## src/rtl/uart_pkg.sv

```systemverilog
// rtl/uart_pkg.sv - shared UART frame definitions used by TX, RX and their models
package uart_pkg;

   localparam int DATA_BITS = 8;

   typedef enum logic [2:0] {IDLE, START, DATA, PARITY, STOP} uart_state_e;

   // typ = 1: even parity bit (^data); typ = 0: odd parity bit (~^data)
   function automatic logic parity_calc(input logic [DATA_BITS-1:0] data, input logic typ);
      return typ ? ^data : ~^data;
   endfunction

endpackage

```

## src/rtl/uart_rx_sampler.sv

```systemverilog
// rtl/uart_rx_sampler.sv - RX line synchronizer, bit-period counter and bit sampler
// UART_RX_MAJORITY_EN selects a 2-of-3 majority sample around mid-bit.
module uart_rx_sampler #(
   parameter int PRESCALE = 8
) (
   input  logic clk,
   input  logic reset,
   input  logic rx_in,
   input  logic cnt_clr,
   output logic rx_s,
   output logic bit_val,
   output logic sample_stb,
   output logic bit_end
);

   localparam int CW = $clog2(PRESCALE);
   localparam logic [CW-1:0] CNT_LAST = CW'(PRESCALE - 1);

   logic          sync1_q, sync2_q;
   logic [CW-1:0] cnt_q, cnt_d;

   always_ff @(posedge clk or posedge reset) begin
      if (reset) begin
         sync1_q <= 1'b1;
         sync2_q <= 1'b1;
         cnt_q   <= '0;
      end else begin
         sync1_q <= rx_in;
         sync2_q <= sync1_q;
         cnt_q   <= cnt_d;
      end
   end

   always_comb begin
      cnt_d = cnt_q + 1'b1;
      if (cnt_clr || cnt_q == CNT_LAST) begin
         cnt_d = '0;
      end
   end

`ifdef UART_RX_MAJORITY_EN
   localparam logic [CW-1:0] CNT_STB = CW'(PRESCALE / 2 + 1);

   // Two previous synchronized samples; at CNT_STB they hold mid-1 and mid.
   logic [1:0] hist_q;

   always_ff @(posedge clk or posedge reset) begin
      if (reset) begin
         hist_q <= 2'b11;
      end else begin
         hist_q <= {hist_q[0], sync2_q};
      end
   end

   assign bit_val = (hist_q[1] & hist_q[0]) | (hist_q[1] & sync2_q) | (hist_q[0] & sync2_q);
`else
   localparam logic [CW-1:0] CNT_STB = CW'(PRESCALE / 2);

   assign bit_val = sync2_q;
`endif

   assign rx_s       = sync2_q;
   assign sample_stb = (cnt_q == CNT_STB);
   assign bit_end    = (cnt_q == CNT_LAST);

endmodule

```

## src/rtl/uart_rx.sv

```systemverilog
// rtl/uart_rx.sv - UART receiver: frame FSM, shift register and result pulses
// Optional UART_RX_MAJORITY_EN is handled inside uart_rx_sampler.
module uart_rx
   import uart_pkg::*;
#(
   parameter int PRESCALE = 8
) (
   input  logic       clk,
   input  logic       reset,
   input  logic       RX_IN,
   input  logic       PAR_EN,
   input  logic       PAR_TYP,
   output logic [7:0] P_DATA,
   output logic       DATA_VALID,
   output logic       PAR_ERR,
   output logic       STP_ERR,
   output logic       RX_BUSY
);

   uart_state_e           state_q, state_d;
   logic [2:0]            idx_q, idx_d;
   logic [DATA_BITS-1:0]  shift_q, shift_d;
   logic [DATA_BITS-1:0]  pdata_q, pdata_d;
   logic                  armed_q, armed_d;
   logic                  par_en_q, par_en_d;
   logic                  par_typ_q, par_typ_d;
   logic                  perr_q, perr_d;
   logic                  valid_q, valid_d;
   logic                  par_err_q, par_err_d;
   logic                  stp_err_q, stp_err_d;

   logic rx_s, bit_val, sample_stb, bit_end;

   uart_rx_sampler #(.PRESCALE(PRESCALE)) u_sampler (
      .clk        (clk),
      .reset      (reset),
      .rx_in      (RX_IN),
      .cnt_clr    (state_q == IDLE),
      .rx_s       (rx_s),
      .bit_val    (bit_val),
      .sample_stb (sample_stb),
      .bit_end    (bit_end)
   );

   always_ff @(posedge clk or posedge reset) begin
      if (reset) begin
         state_q   <= IDLE;
         idx_q     <= '0;
         shift_q   <= '0;
         pdata_q   <= '0;
         armed_q   <= 1'b1;
         par_en_q  <= 1'b0;
         par_typ_q <= 1'b0;
         perr_q    <= 1'b0;
         valid_q   <= 1'b0;
         par_err_q <= 1'b0;
         stp_err_q <= 1'b0;
      end else begin
         state_q   <= state_d;
         idx_q     <= idx_d;
         shift_q   <= shift_d;
         pdata_q   <= pdata_d;
         armed_q   <= armed_d;
         par_en_q  <= par_en_d;
         par_typ_q <= par_typ_d;
         perr_q    <= perr_d;
         valid_q   <= valid_d;
         par_err_q <= par_err_d;
         stp_err_q <= stp_err_d;
      end
   end

   always_comb begin
      state_d   = state_q;
      idx_d     = idx_q;
      shift_d   = shift_q;
      pdata_d   = pdata_q;
      armed_d   = armed_q;
      par_en_d  = par_en_q;
      par_typ_d = par_typ_q;
      perr_d    = perr_q;
      valid_d   = 1'b0;
      par_err_d = 1'b0;
      stp_err_d = 1'b0;

      case (state_q)
         IDLE: begin
            if (rx_s) begin
               armed_d = 1'b1;
            end else if (armed_q) begin
               state_d   = START;
               idx_d     = '0;
               perr_d    = 1'b0;
               par_en_d  = PAR_EN;
               par_typ_d = PAR_TYP;
            end
         end
         START: begin
            if (sample_stb && bit_val) begin
               state_d = IDLE;
            end else if (bit_end) begin
               state_d = DATA;
            end
         end
         DATA: begin
            if (sample_stb) begin
               shift_d[idx_q] = bit_val;
            end
            if (bit_end) begin
               idx_d = idx_q + 3'd1;
               if (idx_q == 3'(DATA_BITS - 1)) begin
                  state_d = par_en_q ? PARITY : STOP;
               end
            end
         end
         PARITY: begin
            if (sample_stb && (bit_val != parity_calc(shift_q, par_typ_q))) begin
               perr_d = 1'b1;
            end
            if (bit_end) begin
               state_d = STOP;
            end
         end
         STOP: begin
            // Leave at mid stop bit so the next start edge is seen on time.
            if (sample_stb) begin
               state_d = IDLE;
               if (bit_val) begin
                  if (perr_q) begin
                     par_err_d = 1'b1;
                  end else begin
                     valid_d = 1'b1;
                     pdata_d = shift_q;
                  end
               end else begin
                  stp_err_d = 1'b1;
                  par_err_d = perr_q;
                  armed_d   = 1'b0;
               end
            end
         end
         default: state_d = IDLE;
      endcase
   end

   assign P_DATA     = pdata_q;
   assign DATA_VALID = valid_q;
   assign PAR_ERR    = par_err_q;
   assign STP_ERR    = stp_err_q;
   assign RX_BUSY    = (state_q != IDLE);

endmodule

```

## config.mk

```make
export PLATFORM = sky130hd
export DESIGN_NAME = uart_rx
export DESIGN_NICKNAME = d
export VERILOG_FILES = /design/src/rtl/uart_pkg.sv /design/src/rtl/uart_rx_sampler.sv /design/src/rtl/uart_rx.sv
export SDC_FILE = /design/constraint.sdc
export NUM_CORES = 1
export LEC_CHECK = 0
export CORE_ASPECT_RATIO = 0.8
export CORE_MARGIN = 2
export CORE_UTILIZATION = 40
export CTS_CLUSTER_DIAMETER = 50
export DETAILED_ROUTE_END_ITERATION = 8
export PLACE_DENSITY = 0.68
export RECOVER_POWER = 25
export SYNTH_ARGS = -nofsm -noshare
export SYNTH_HDL_FRONTEND = slang
export SYNTH_SLANG_ARGS = --single-unit
```

## constraint.sdc

```tcl
create_clock -name clk -period 2.2 [get_ports clk]
set_input_delay 0.44 -clock clk [delete_from_list [all_inputs] [get_ports clk]]
set_output_delay 0.44 -clock clk [all_outputs]
set_load 0.01 [all_outputs]
```

==> summary.txt <==
Setup path
  • Critical Path RT: between 1500 and 2000 ps
  • Cell family with most CP delay: buffers and inverters
  • Critical Path AT: 1640 ps
  • Reg2Reg Setup Slack: between 150 and 200 ps
  • Type of the worst setup path: register to primary output
  • Worst r2r src: u_sampler.cnt_q[0]$_DFF_PP0_
  • Critical-path cell list: nor3_4, inv_1, clkdlybuf4s50_1
  • Startpoint types: register
  • Reg2reg end: P_DATA[0]$_DFFE_PP0P_
  • Crit. End Element: primary output
  • CP peak stage delay: 520 ps
  • Buf/Inv on CP: 2
  • R2R depth: 6
  • CP max FO: 10
  • Crit-path slowest cell: dfrtp_1

Global route
  • Global route overflow: 0
  • First-pass GRT wire length: roughly 4700 um
  • Largest net degree at the start of global routing: 35
  • Initial antenna violation count: 0
  • GRT Total Usage: 14.1%
  • Number of global-route vias before repair: approximately 1,000

Synthesis
  • Mapped Cells: 138
  • Ranking of synthesized cells by area: dfrtp_1, mux2_4, mux2_2
  • Synth unique cells: 35
  • Register area share after synthesis: 51.8%
  • Post-synth top cells: dfrtp_1, nand2_1, mux2_2
  • Most used DFF post-synth: dfrtp_1
  • Number of synthesized flops with an enable pin: 0
  • Post-synth ARST share: 100%
  • Synth Register Bits: 34
  • Yosys top cell area share: 47.0%
  • Most common cell in the netlist: dfrtp_1
  • YS warnings: 0
  • Net count after synthesis: 148
  • Syn Std Cell Area: 1650 sq um
  • Avg Inst Size Synth: 11.9 sq um
  • Area leader, netlist: dfrtp_1

Run status
  • Status: finished clean

STA
  • Worst slew pin tran: 830 ps
  • Final Setup Violations: 0
  • TNS Setup: 0 ps
  • Slew headroom: between 40% and 50%
  • Peak Freq: 481 MHz
  • Max-slew violation total from the final report: 0
  • RSZ-0062 raised after global routing: false
  • Final Skew: 10.5 ps
  • Final Hold Fails: 0
  • Final Cycle Share: between 90% and 100%
  • Worst Setup Slack, final: 121 ps
  • Min cycle time layout: 2080 ps

Min path
  • HP Start: u_sampler.sync1_q$_DFF_PP1_
  • WHS Path Cells: 0
  • Hold Path Sink: u_sampler.bit_val$_DFF_PP1_
  • Hold Crit Class: register to register

Layout
  • Layout fillers: about 360
  • Layout cells sized above 1: a little under a quarter
  • Design area: roughly 1900 sq um
  • # diodes: 0
  • Final net count: 168
  • Area delta synth->final: 17.8%

Drt
  • DRT iter0 DRCs: 36
  • Via count: 1,081
  • DR WL/cell: 13.7 um
  • Final ANT Viol Nets: 0
  • Residual DRC count: 0
  • Drt pass-1 iters: 4
  • Total Wirelength: ~2900 um
  • Vias/cell: 5.05

Clock tree
  • CTS tree: built
  • Later-pin clock latency in the skew report: 290 ps
  • CTS Buf Count: 5
  • Clk root buf: clkbuf_8
  • # H-tree levels: 2
  • CTS sink cnt: 34
  • CTS max path bufs: 2
  • Worst-path clk slew: 60 ps

Power
  • Leak: 0.910 nW
  • Power Dens Cells: approximately 890 nW/um^2
  • Worst IR drop on VDD: 0.592 mV
  • Overall Power: 0.00173 W

Placement
  • GPL Wtd Cong: just over 0.9
  • Post-DP Area: ~1900 sq um
  • Number of port buffers: 16
  • Hpwl dp: 2100 um
  • Setup WS pre-CTS: 190 ps

Floorplanning
  • DIE AREA: between 4000 and 5000 sq um
  • CORE AREA: between 3000 and 4000 sq um
  • Die width: 75.8 um
  • # IOs: 17
  • Die Ht: 61.4 um
  • FP Rows: 20
  • Starting Density: 42.5%

Flow run
  • Max_cap viols: 0
-- cell type report --
class / instances / area (sq um) / area share [%]
clock inverters: 2 / 10.0 / 0.515
flip-flops and latches: 34 / 856 / 44.0
repair buffers: 18 / 173 / 8.89
clock buffers: 6 / 72.6 / 3.73
well taps: 55 / 68.8 / 3.54
multi-input cells: 91 / 733 / 37.7
inverters: 8 / 30.0 / 1.55
-- layer usage --
layer	vias to the layer above	part of all wire [%]	global-route usage, %
met1	524	49	19.1
met5	-	0	0
li1	518	-	-
met2	34	44	21.3
met3	5	5.7	4.42
met4	0	1.5	5.26
-- cells in the final DEF (no fill, tap or decap), types with 2 or more instances in the layout --
cell	count
nor3b_1	2
dfstp_2	3
o21ai_0	7
nand3_1	9
dfrtp_1	30
xnor2_1	7
and2_1	3
ha_1	5
nor2_1	5
dlygate4sd3_1	2
nor3_1	3
clkinv_2	2
mux2_4	8
inv_1	8
mux2_2	10
nand4_1	2
clkdlybuf4s50_1	14
clkbuf_8	5
nand2_1	12
-- kinds of logic (layout without fill, tap and decap cells) --
group / count (synthesis) / in the layout / share of synthesized area (%)
buffers and inverters: 13 / 34 / 4.40
flip-flops: 34 / 34 / 51.8
AND/OR/NAND/NOR: 46 / 46 / 15.1
adder cells (fa/ha/maj): 5 / 5 / 3.79
multiplexers: 18 / 18 / 14.1
XOR/XNOR: 8 / 8 / 5.08
AO/OA/AOI/OAI: 14 / 14 / 5.69
-- power by group --
part	switching [W]	total [W]	internal, W
Clock	0.000215	0.000434	0.000219
Combinational	0.000229	0.000453	0.000224
Sequential	0.000128	0.000843	0.000715
Total	0.000572	0.00173	0.00116
-- flip-flops by register name, indices dropped and copies added (netlist names), 3 cells and up --
name             cells
idx_q                3
state_q              3
shift_q              8
u_sampler.cnt_q      3
P_DATA               8
-- worst max path at each step --
stage / from / endpoint / slack, ps / cells past startpoint
finish: state_q[0]$_DFFE_PP0P_ / RX_BUSY / 120 / 3
global route: state_q[0]$_DFFE_PP0P_ / RX_BUSY / 40 / 3
CTS: state_q[1]$_DFFE_PP0P_ / RX_BUSY / 10 / 3
detailed placement: state_q[1]$_DFFE_PP0P_ / RX_BUSY / 190 / 3
global placement: state_q[1]$_DFFE_PP0P_ / RX_BUSY / 230 / 3
floorplan: u_sampler.cnt_q[0]$_DFF_PP0_ / P_DATA[0]$_DFFE_PP0P_ / 450 / 7
-- per-stage QoR --
| step | hold WS, ps | util, % | cells |
|---|---|---|---|
| 3_3_place_gp | 349 | 47.7 | 206 |
| 4_1_cts | 356 | 50.0 | 214 |
| 5_1_grt | 358 | 50.1 | 214 |
| 6_report | 355 | 50.1 | 214 |
| 2_1_floorplan | 345 | - | 138 |
| 3_5_place_dp | 347 | 47.7 | 206 |
-- timing repair --
item,CTS,global route
buffers inserted,0,0
gates resized for setup,1,2
setup endpoints to repair,1,1
hold buffers,0,0
Note: power is estimated with default switching activity, not from simulation.
